### config.mk
export PLATFORM = sky130hd
export DESIGN_NAME = msdf_online_multiplier
export DESIGN_NICKNAME = d
export VERILOG_FILES = /design/src/rtl/msdf_online_multiplier.sv
export SDC_FILE = /design/constraint.sdc
export NUM_CORES = 1
export LEC_CHECK = 0
export ABC_AREA = 1
export BUFFER_PORTS_ARGS = -buffer_cell sky130_fd_sc_hd__buf_4
export CAP_MARGIN = 20
export CORE_UTILIZATION = 50
export DETAILED_ROUTE_END_ITERATION = 8
export GPL_ROUTABILITY_DRIVEN = 0
export GPL_TIMING_DRIVEN = 0
export PLACE_DENSITY = 0.66
export SYNTH_ARGS = -nofsm -noshare
export SYNTH_HDL_FRONTEND = slang
export SYNTH_SLANG_ARGS = --single-unit
### constraint.sdc
create_clock -name clk -period 10.4 [get_ports clk]
set_input_delay 1.56 -clock clk [delete_from_list [all_inputs] [get_ports clk]]
set_output_delay 1.56 -clock clk [all_outputs]
set_load 0.05 [all_outputs]
### src/rtl/msdf_online_multiplier.sv
// -----------------------------------------------------------------------------
// msdf_online_multiplier
//
// Radix-2 most-significant-digit-first online serial-serial multiplier.
// One signed digit of X and one of Y enter per cycle, MSD first. The product
// Z = X*Y leaves one signed digit per cycle after an online delay of 3.
//
// Digit encoding: +1 = 2'b01, 0 = 2'b00, -1 = 2'b11. An input of 2'b10 is
// read as 0. The outputs never drive 2'b10.
//
// Ports
//   clk        rising-edge clock
//   rst        asynchronous, active-low reset; the unit runs while rst = 1
//   xj_plus_5  current X digit (ignored after the N-th digit)
//   yj_plus_5  current Y digit (ignored after the N-th digit)
//   Zj         current product digit (registered)
//   ready_Zj   product-digit valid strobe (registered)
//
// Handshake: ready_Zj is a valid-only strobe. It is high for exactly N
// consecutive cycles, and Zj holds digit z_i during those cycles. The
// consumer cannot apply backpressure. When ready_Zj is low, Zj is 2'b00.
//
// Sequencing: cnt counts the rising edges seen since reset. Edge k runs
// iteration j = k-3. The FSM phase is kept in `state`, a named enum register
// that checkers can bind to: IDLE (reset), INIT (k=0..2), OUTPUT (k=3..N+2),
// DONE (frozen until the next reset).
//
// Arithmetic: X, Y, W and v are exact two's-complement fixed-point values
// with N+3 fractional bits and 3 integer/sign bits.
// -----------------------------------------------------------------------------
module msdf_online_multiplier #(
    parameter int N = 8
) (
    input  logic       clk,
    input  logic       rst,
    input  logic [1:0] xj_plus_5,
    input  logic [1:0] yj_plus_5,
    output logic [1:0] Zj,
    output logic       ready_Zj
);

    localparam int F  = N + 3;          // fractional bits
    localparam int WD = N + 6;          // total datapath width
    localparam int CW = $clog2(N + 4);  // edge counter width, saturates at N+3

    localparam logic signed [WD-1:0] ONE  = WD'(1) << F;
    localparam logic signed [WD-1:0] HALF = WD'(1) << (F - 1);

    typedef enum logic [1:0] {
        IDLE,
        INIT,
        OUTPUT,
        DONE
    } state_t;

    state_t                 state;
    logic [CW-1:0]          cnt;
    logic signed [WD-1:0]   x_acc;
    logic signed [WD-1:0]   y_acc;
    logic signed [WD-1:0]   w_res;

    // Canonical digit code: any encoding other than 01 or 11 means zero.
    function automatic logic [1:0] canon(input logic [1:0] d);
        case (d)
            2'b01:   return 2'b01;
            2'b11:   return 2'b11;
            default: return 2'b00;
        endcase
    endfunction

    // Multiply a fixed-point value by a digit in {-1, 0, +1}.
    function automatic logic signed [WD-1:0] mul_digit(
        input logic signed [WD-1:0] a,
        input logic [1:0]           d
    );
        case (d)
            2'b01:   return a;
            2'b11:   return -a;
            default: return '0;
        endcase
    endfunction

    logic                 in_active;
    logic [1:0]           x_d;
    logic [1:0]           y_d;
    logic signed [WD-1:0] w_bit;
    logic signed [WD-1:0] y_next;
    logic signed [WD-1:0] x_next;
    logic signed [WD-1:0] prod;
    logic signed [WD-1:0] v;
    logic [1:0]           z_sel;
    logic signed [WD-1:0] w_sel;

    always_comb begin
        in_active = (int'(cnt) < N);
        x_d       = 2'b00;
        y_d       = 2'b00;
        w_bit     = '0;
        if (in_active) begin
            x_d = canon(xj_plus_5);
            y_d = canon(yj_plus_5);
            // The digit sampled on edge k has index k+1, so its weight is 2^-(k+1).
            w_bit = WD'(1) << (F - 1 - int'(cnt));
        end

        y_next = y_acc + mul_digit(w_bit, y_d);
        x_next = x_acc + mul_digit(w_bit, x_d);
        // X and Y hold at most N fractional digits, so the 2^-3 scaling is exact.
        prod   = mul_digit(x_acc, y_d) + mul_digit(y_next, x_d);
        v      = (w_res <<< 1) + (prod >>> 3);

        z_sel = 2'b00;
        if (v >= HALF) begin
            z_sel = 2'b01;
        end else if (v < -HALF) begin
            z_sel = 2'b11;
        end

        case (z_sel)
            2'b01:   w_sel = v - ONE;
            2'b11:   w_sel = v + ONE;
            default: w_sel = v;
        endcase
    end

    always_ff @(posedge clk or negedge rst) begin
        if (!rst) begin
            state    <= IDLE;
            cnt      <= '0;
            x_acc    <= '0;
            y_acc    <= '0;
            w_res    <= '0;
            Zj       <= 2'b00;
            ready_Zj <= 1'b0;
        end else begin
            case (state)
                IDLE, INIT, OUTPUT: begin
                    if (int'(cnt) == N + 3) begin
                        // The last digit has been shown for one cycle. Freeze here.
                        state    <= DONE;
                        Zj       <= 2'b00;
                        ready_Zj <= 1'b0;
                    end else begin
                        cnt   <= cnt + CW'(1);
                        x_acc <= x_next;
                        y_acc <= y_next;
                        if (int'(cnt) >= 3) begin
                            state    <= OUTPUT;
                            w_res    <= w_sel;
                            Zj       <= z_sel;
                            ready_Zj <= 1'b1;
                        end else begin
                            state    <= INIT;
                            w_res    <= v;
                            Zj       <= 2'b00;
                            ready_Zj <= 1'b0;
                        end
                    end
                end
                default: begin
                    state    <= DONE;
                    Zj       <= 2'b00;
                    ready_Zj <= 1'b0;
                end
            endcase
        end
    end

endmodule

[Word-level counts from Yosys, hierarchy flattened]
Cells that the tools add are included.
Storage, ports and cells
  RAM bits: 0
  input port bits: 6
  word-level logic and storage cells: 62
  memories kept: 0
  output and inout bits: 3
  register bits after elaboration: 50
  latch bits: 0
  bits in read-only memories: 0
Cells by class
  bitwise gates (word level): 1
  order comparisons: 4
  multiplexer cells: 22
  reductions and logical operators: 3
  $mul: 0
  div/mod/pow operators: 0
  add/subtract/negate cells: 11
  eq/ne operators: 13
  shift-type cells: 1
Operators with widths (number)
  $pmux W14 S2: 4
  $add A14 B14 Y14: 3
  $neg A14 Y14: 3
  $shl A1 B32 Y14 const A: 1
  $pmux W13 S2: 1
  $mux W2: 10
  $add A14 B11 Y14: 1
  $ge A14 B12 Y1 const B: 1
  $lt A14 B11 Y1 const B: 1
  $mux W14: 1
  $add A13 B13 Y13 const B: 1
  $mux W13: 1
  $sub A13 B13 Y13 const B: 1
  $eq A2 B1 Y1 const B: 6
  $eq A2 B2 Y1 const B: 6
  $pmux W2 S2: 2
  $sub A4 B4 Y5 const A: 1
  $add A4 B1 Y4 const B: 1
  $eq A4 B4 Y1 const B: 1
  $ge A4 B2 Y1 const B: 1
  $lt A4 B4 Y1 const B: 1
  $mux W1: 3
  $reduce_or A3 Y1: 1
  $logic_not A2 Y1: 1
  2 further kinds: 2

[Depth between registers and ports, before layout]
Gate-level depths: netlist (run 1).
  depth in word-level cells: 16
  depth in mapped cells: 58
  gate-level depth less buffers: 58

[Least setup slack after synthesis (run 1)]
Ideal clock, no wire load.
  kind: input-to-reg
  from: input yj_plus_5[0]
  to: register w_res[11]
  cell stages on the path: 48
  setup slack: 2.831 ns
  buffers on the path: 0
  arrival: 7.448 ns
  required time: 10.280 ns
  library setup time: 0.120 ns
  cells stage by stage: inv_1 > nor2_4 > inv_1 > nor2_1 > inv_1 > o22ai_1 > inv_1 > fa_1 > ha_1 > inv_1 > nor3_1 > inv_1 > nor2_1 > inv_1 > nand3_1 > o21ai_0 > ha_1 > a21oi_1 > (+12 left out) > xor2_1 > inv_1 > ha_1 > nand2_1 > o221ai_1 > a21o_1 > nand3_1 > nand2_1 > nand3_1 > nand2_1 > xnor2_1 > inv_1 > nand3_1 > nand3_1 > nand2_2 > nand2_2 > o21ai_1 > nand2_1
Between the ends
  cells in the longest elaborated chain, start to end: 16
  elaborated cells between the ends (all ways): 23
  those cells by class: add/sub: 6; order compare: 2; eq/ne: 6; mux: 9
Ends and longest elaborated chain
  start: declaration: RTL line 37  | input logic [1:0] yj_plus_5,
  $eq A2 B2 Y1 or $eq A2 B1 Y1 (tied branches): RTL line 64  | case (d)
  $pmux W2 S2 (*): RTL line 64
  $mux W2 (*): RTL line 99  | if (in_active) begin
  $eq A2 B2 Y1 or $eq A2 B1 Y1 (tied branches): RTL line 76  | case (d)
  $pmux W14 S2: RTL line 76
  $add A14 B14 Y14: RTL line 106  | y_next = y_acc + mul_digit(w_bit, y_d);
  $neg A14 Y14: RTL line 78  | 2'b11: return -a;
  $pmux W14 S2: RTL line 76
  $add A14 B14 Y14 (*): RTL line 109  | prod = mul_digit(x_acc, y_d) + mul_digit(y_next, x_d);
  $add A14 B11 Y14 (*): RTL line 110  | v = (w_res <<< 1) + (prod >>> 3);
  $lt A14 B11 Y1: RTL line 115  | end else if (v < -HALF) begin
  $mux W2: RTL line 115
  $mux W2: RTL line 113  | if (v >= HALF) begin
  $eq A2 B2 Y1 or $eq A2 B1 Y1 (tied branches): RTL line 119  | case (z_sel)
  $pmux W13 S2: RTL line 119
  $mux W13 (*): RTL line 147  | if (int'(cnt) >= 3) begin
  end signal: assignment: RTL line 149  | w_res <= w_sel;
  end signal: assignment: RTL line 154  | w_res <= v;
  end: declaration: RTL line 60  | logic signed [WD-1:0] w_res;
Mark *: on every way between the ends. The rest lies on a longest branch, timed or not.
A chain may end at the register's enable or synchronous reset.

[Final worst setup path (run 1)]
Ends and elaborated chain as after synthesis.

==> results.md, run 1 <==
* Site Rows at 37
* Maximum VDD drop at 0.06695 mV
* Max Cap Viol at 0
* CP Buf/Inv Count at 12
* Clock Latency Late Sink at around 350 ps
* Worst EP arrival at 8820 ps
* First-pass GRT wire length at 25.42 mm
* Initial DRT Pass Iterations at 5
* Port Buffer Count at 8
* CP most frequent cell: inv_1
* Final Hold Fails at 0
* Floorplan core area at 10510 um^2
* Post-cts hold buffer count at 0
* Tot GR Track Use at 0.2910
* Slowest cell delay on critical path at roughly 500 ps
* Pwr/cell area at 124.2 nW/um^2
* Post-synth EDFFs at 0
* DP Wirelength at 11.98 mm
* Antenna violations before repair at 0
* Post-synth net total at 875
* Yosys warns at 0
* Min Hold Slack at 483.9 ps
* # nets final at 890
* Synthesis-stage register bit count at 50
* Asr flop ratio synth at 1.000
* DR vias at 5367
* TNS Setup at 0 ps
* Synth unique cells at 50
* Lkg Pwr at 0.003067 uW
* Avg Cell Area, Syn at between 6 and 7 um^2
* CP endpoint kind: register
* Starting Density at 0.5245
* Tcrit/Tclk final at 0.8245
* Top-area cell type share of the netlist area at 0.2270
* Initial drt markers at approximately 420
* DRC violations left at 0
* Grt total ovfl at 0
* CP Launch Type: input pin
* Syn Std Cell Area at between 5000 and 6000 um^2
* Area Overhead vs Synth at 5.970%
* Post-route ant nets at 0
* Die Wd at ~110 um
* Share of cells above drive strength 1 at 0.08706
* Leading area contributor after synthesis: dfrtp_1
* Post-Route WL at between 15 and 20 mm
* Clock skew at 13.44 ps
* Critical path class: input pin to register
* Total CTS buffers at 5
* Largest cells by area after synthesis: dfrtp_1 23%, ha_1 12%, nand2_1 12%
* RSZ-0062 raised after global routing: false
* CP max FO at 10
* Die Y at 107.0 um
* Ports at 9
* Routed len/inst at 15.87 um
* TritonCTS clock tree: done
* Largest net degree at the start of global routing at 51
* Cts repair resizes at 0
* Clock buffer depth at 2
* Relative slew slack at 0.4831
* Vias in the first global route at 5088
* Root buf cell: clkbuf_8
* Min cycle time layout at 8575 ps
* Postcts setup bufs at 0
* Ant. Diodes at 0
* CP max-delay cell: nor2_1
* Type of the worst min-delay path: register to register
* Sequential area share after synthesis at 0.2270
* Status: completed
* Max Clock Freq at 0.1166 GHz
* Full die area at ~11000 um^2
* Via-to-Cell Ratio at 5.573
* Clock sink count at 50
* CP required at 10650 ps
* Top delay family on crit path: simple AND/OR/NAND/NOR gates
* Clock slew at reported path FFs at 110 ps
* Max Slew Vio Count at 0
* Primary FF master, synth: dfrtp_1
* Cells after synthesis at around 800
* H-tree lvl count at 2
* Finish-stage setup viols at 0
* Pin slew with the least headroom to its limit at 775.3 ps
## worst paths after layout
kind / endpoint / cells after the start / slack [ps] / start
max in group asynchronous: x_acc[6]$_DFFE_PN0P_ / 1 / 8680 / rst
worst min register to register: x_acc[13]$_DFFE_PN0P_ / 1 / 480 / x_acc[13]$_DFFE_PN0P_
worst max-delay path: w_res[11]$_DFFE_PN0P_ / 51 / 1830 / yj_plus_5[0]
min in group asynchronous: cnt[1]$_DFFE_PN0P_ / 1 / 1230 / rst
worst max register to register: w_res[11]$_DFFE_PN0P_ / 50 / 2450 / cnt[1]$_DFFE_PN0P_
worst min-delay path: x_acc[13]$_DFFE_PN0P_ / 1 / 480 / x_acc[13]$_DFFE_PN0P_
## synth_stat cells, drive strengths merged (2+ instances only)
library cell / n
a211oi: 4
a21o: 4
a21oi: 57
a31oi: 3
buf: 4
clkbuf: 11
dfrtp: 50
fa: 3
ha: 55
inv: 123
nand2: 196
nand3: 43
nand3b: 2
nand4: 14
nor2: 73
nor3: 12
nor4: 3
o2111ai: 2
o21a: 4
o21ai: 75
o21bai: 2
o22ai: 23
o31ai: 2
or2: 3
xnor2: 8
xor2: 27
## cells by family after synthesis
family,count (synthesis),share of synthesized area
AND/OR/NAND/NOR,349,0.2999
buffers and inverters,138,0.09830
XOR/XNOR,35,0.05562
adder cells (fa/ha/maj),58,0.1358
AO/OA/AOI/OAI,181,0.1834
flip-flops,50,0.2270
## sequential cells by signal, indices dropped and copies added, names as in the netlist
signal    flops
ready_Zj      1
w_res        13
y_acc        14
Zj            2
cnt           4
x_acc        14
state         2
## worst reg2reg max path, delay by kind of cell, from the launching register on
kind | cells | cell delay (ps)
AO/OA/AOI/OAI | 14 | 2460
XOR/XNOR | 2 | 360
adder cells (fa/ha/maj) | 6 | 2030
buffers and inverters | 10 | 640
flip-flops | 1 | 430
AND/OR/NAND/NOR | 18 | 1930
## area by class of cell
| cell class | count | area, um^2 |
|---|---|---|
| fillers | 1034 | 4668 |
| multi-input cells | 623 | 3719 |
| flip-flops and latches | 50 | 1251 |
| inverters | 123 | 466.7 |
| well taps | 136 | 170.2 |
| clock buffers | 6 | 82.58 |
| plain buffers | 15 | 75.07 |
| repair buffers | 8 | 60.06 |
| clock inverters | 2 | 16.27 |
## layout by cell type (no fill, tap or decap), types with 5 or more instances in the layout
cell | netlist | layout
a21oi_1 | 56 | 56
buf_4 | 3 | 11
clkbuf_1 | 11 | 11
clkbuf_8 | 0 | 6
dfrtp_1 | 50 | 50
ha_1 | 55 | 55
inv_1 | 114 | 114
inv_2 | 7 | 7
nand2_1 | 174 | 174
nand2_2 | 17 | 17
nand2_4 | 5 | 5
nand3_1 | 38 | 38
nand4_1 | 13 | 13
nor2_1 | 62 | 62
nor2_2 | 5 | 5
nor3_1 | 11 | 11
o21ai_0 | 71 | 71
o22ai_1 | 23 | 23
xnor2_1 | 8 | 8
xor2_1 | 27 | 27
## through the flow
stage | area [um^2] | cells | total power, uW | utilization | setup slack [ps]
floorplan | 5512 | 811 | 517.3 | - | 2831
CTS | 5841 | 963 | 725.3 | 0.5558 | 1935
global route | 5841 | 963 | 787.3 | 0.5558 | 1078
detailed placement | 5742 | 955 | 586.1 | 0.5464 | 1568
global placement | 5742 | 955 | 573.8 | 0.5464 | 1684
finish | 5841 | 963 | 725.7 | 0.5558 | 1825
## power by group
part / switching [uW] / internal [uW] / leakage, uW / total (uW)
combinational: 188 / 107 / 0.00246 / 294
clock: 82.2 / 55.1 / 0.0000478 / 137
sequential: 47.5 / 247 / 0.000563 / 294
total: 317 / 408 / 0.00307 / 726
## routing by layer
| metal | wire length [um] | global-route usage | up-vias |
|---|---|---|---|
| li1 | - | - | 2731 |
| met1 | 7207 | 0.3929 | 2479 |
| met2 | 6937 | 0.4673 | 138 |
| met3 | 828 | 0.05167 | 19 |
| met4 | 310 | 0.09883 | 0 |
| met5 | 0 | 0 | - |
No activity file was read; power rests on OpenSTA's default activity.
==> run 2: changes to the inputs <==
--- a/config.mk
+++ b/config.mk
@@ -12,7 +12,7 @@
 export DETAILED_ROUTE_END_ITERATION = 8
 export GPL_ROUTABILITY_DRIVEN = 0
 export GPL_TIMING_DRIVEN = 0
-export PLACE_DENSITY = 0.66
+export PLACE_DENSITY = 0.68
 export SYNTH_ARGS = -nofsm -noshare
 export SYNTH_HDL_FRONTEND = slang
 export SYNTH_SLANG_ARGS = --single-unit
==> constraint.sdc (replaced) <==
create_clock -name clk -period 7.38 [get_ports clk]
set_input_delay 1.107 -clock clk [delete_from_list [all_inputs] [get_ports clk]]
set_output_delay 1.107 -clock clk [all_outputs]
set_load 0.05 [all_outputs]
==> run 2 against run 1 <==
  * Cell count rose by 2.6%
  * First-iteration DRC count fell by 9.4%
  * Sequential share of layout area fell by 1.7 points
  * Global-route usage fell by 0.26 points
  * Final area rose by 8.4%
  * Critical endpoint is now w_res[12]$_DFFE_PN0P_
  * Worst setup slack got worse by 1400 ps
  * Critical path depth rose by 1
  * Via count rose by 3.0%
  * Critical path type is now register to register
==> results.md, run 2 (synthesized netlist as in run 1, its figures left out) <==
* Status: completed
* Clock buffer depth at 2
* Pin slew with the least headroom to its limit at 789.5 ps
* Min cycle time layout at roughly 7000 ps
* Root buf cell: clkbuf_8
* Switching power share of the total at 0.4415
* DP Wirelength at 11.91 mm
* Lkg Pwr at 0.003236 uW
* Vias in the first global route at 5226
* Final Non-Filler Cells at 988
* Clock Latency Late Sink at roughly 330 ps
* DRC violations left at 0
* Pwr/cell area at ~170 nW/um^2
* Finish-stage setup viols at 0
* Area Overhead vs Synth at 14.82%
* Ant. Diodes at 0
* Critical Path Start: cnt[0]$_DFFE_PN0P_
* Clock sink count at 50
* Int Pwr at 589.5 uW
* Largest regs: x_acc: 14 flops, y_acc: 14 flops, w_res: 13 flops
* Placed Area at 5742 um^2
* Floorplan core area at 10510 um^2
* Length in cells of the worst reg-to-reg path at 52
* Relative slew slack at 0.4737
* Type of the worst min-delay path: register to register
* Grt total ovfl at 0
* Maximum VDD drop at 0.1542 mV
* Most common cell after layout, fill and taps aside: nand2_1
* Core Util, Final at 0.6022
* Initial DRT Pass Iterations at 5
* Max Cap Viol at 0
* CP required at 7610 ps
* Fillers at 969
* Combinational fraction of design power at 0.428
* Clock slew at reported path FFs at about 120 ps
* Die Y at 107.0 um
* Total CTS buffers at 5
* Routed len/inst at 15.98 um
* Tot GR Track Use at 0.2884
* Most frequent cells in the layout: 167 x nand2_1, 111 x inv_1, 69 x o21ai_0
* CP max FO at 5
* Final Hold Fails at 0
* Final std cell area, no fill at 6329 um^2
* Placed Cells incl. Taps at 955
* Starting Density at 0.5245
* Largest net degree at the start of global routing at slightly above 50
* First-pass GRT wire length at 25.70 mm
* Net Sw Power at approximately 470 uW
* Share of cells above drive strength 1 at 0.1749
* CP most frequent cell: inv_1
* Site Rows at 37
* Min Hold Slack at 497.2 ps
* Die Wd at 107.0 um
* FF-to-FF End: w_res[12]$_DFFE_PN0P_
* # nets final at 915
* TritonCTS clock tree: done
* CP endpoint kind: register
* RR Startpoint: cnt[0]$_DFFE_PN0P_
* Max Slew Vio Count at 0
* Via-to-Cell Ratio at 5.596
* Post-route ant nets at 0
* Critical path class: register to register
* DR vias at 5529
* Worst reg2reg setup slack at 400 ps
* Worst EP arrival at approximately 7200 ps
* Antenna violations before repair at 0
* Max Clock Freq at 0.1433 GHz
* Port Buffer Count at 8
* Clock skew at between 15 and 20 ps
* Post-Route WL at between 15 and 20 mm
* Ports at 9
* Tcrit/Tclk final at 0.9456
* Area of the multi-input gates at 4019 um^2
* Initial drt markers at 377
* Slowest cell delay on critical path at between 500 and 600 ps
* Sequential share of power at 0.399
* Full die area at 11450 um^2
* Clock power share at 0.173
* CP Capture Point: w_res[12]$_DFFE_PN0P_
* CP max-delay cell: fa_2
* CP Launch Type: register
* H-tree lvl count at 2
* Sequential cell area at roughly 1300 um^2
==> run 2: timing repair <==
item / 4_1_cts / 5_1_grt
resized for setup: 21 / 44
buffers inserted: 12 / 13
endpoints found under the hold margin: 0 / 0
setup endpoints to repair: 4 / 4
pin swaps: 9 / 25
hold buffers: 0 / 0
==> run 2: through the flow <==
stage               setup WS [ps]  total power, uW  TNS [ps]
global route               -98.28             1144    -173.4
global placement           -872.3            805.8     -3142
finish                      401.1             1055         0
detailed placement          -1026            827.5     -3932
CTS                         46.28             1018         0
floorplan                   264.5            728.9         0
==> run 2: how the worst min path moves through the flow <==
stage                                  endpoint                   from  depth (start not counted)  slack, ps
final                     x_acc[13]$_DFFE_PN0P_  x_acc[13]$_DFFE_PN0P_                          1        500
after global placement    x_acc[13]$_DFFE_PN0P_  x_acc[13]$_DFFE_PN0P_                          1        460
after global routing      x_acc[13]$_DFFE_PN0P_  x_acc[13]$_DFFE_PN0P_                          1        520
after CTS                 x_acc[13]$_DFFE_PN0P_  x_acc[13]$_DFFE_PN0P_                          1        500
after floorplan           x_acc[13]$_DFFE_PN0P_  x_acc[13]$_DFFE_PN0P_                          1        440
after detailed placement   w_res[2]$_DFFE_PN0P_   w_res[2]$_DFFE_PN0P_                          2        470
==> run 2: power groups by stage <==
stage	clock (uW)	combinational [uW]	sequential, uW
after floorplan	0	331	398
after global placement	0	392	414
after detailed placement	0	410	417
after CTS	188	417	414
after global routing	198	517	430
final	183	452	421
==> run 2: metal layers <==
metal,share of wire,track usage
met4,0.027,0.09687
met1,0.46,0.3829
met3,0.054,0.05106
met2,0.46,0.4719
met5,0,0
==> run 2: area by class of cell <==
class,count,share of cell area
timing repair buffer,33,0.03915
multi-input combinational,623,0.6350
buffer,15,0.01226
inverter,123,0.07434
sequential,50,0.1977
clock inverter,3,0.003756
clock buffer,5,0.01087
tap,136,0.02689
==> run 2: critical path, delay by kind of cell, from the launching register on <==
family | cells | cell delay (ps)
xor+xnor | 2 | 280
simple gates | 21 | 1900
compound gates | 13 | 1850
buf+inv | 10 | 670
flops | 1 | 440
fa+ha+maj | 6 | 1730
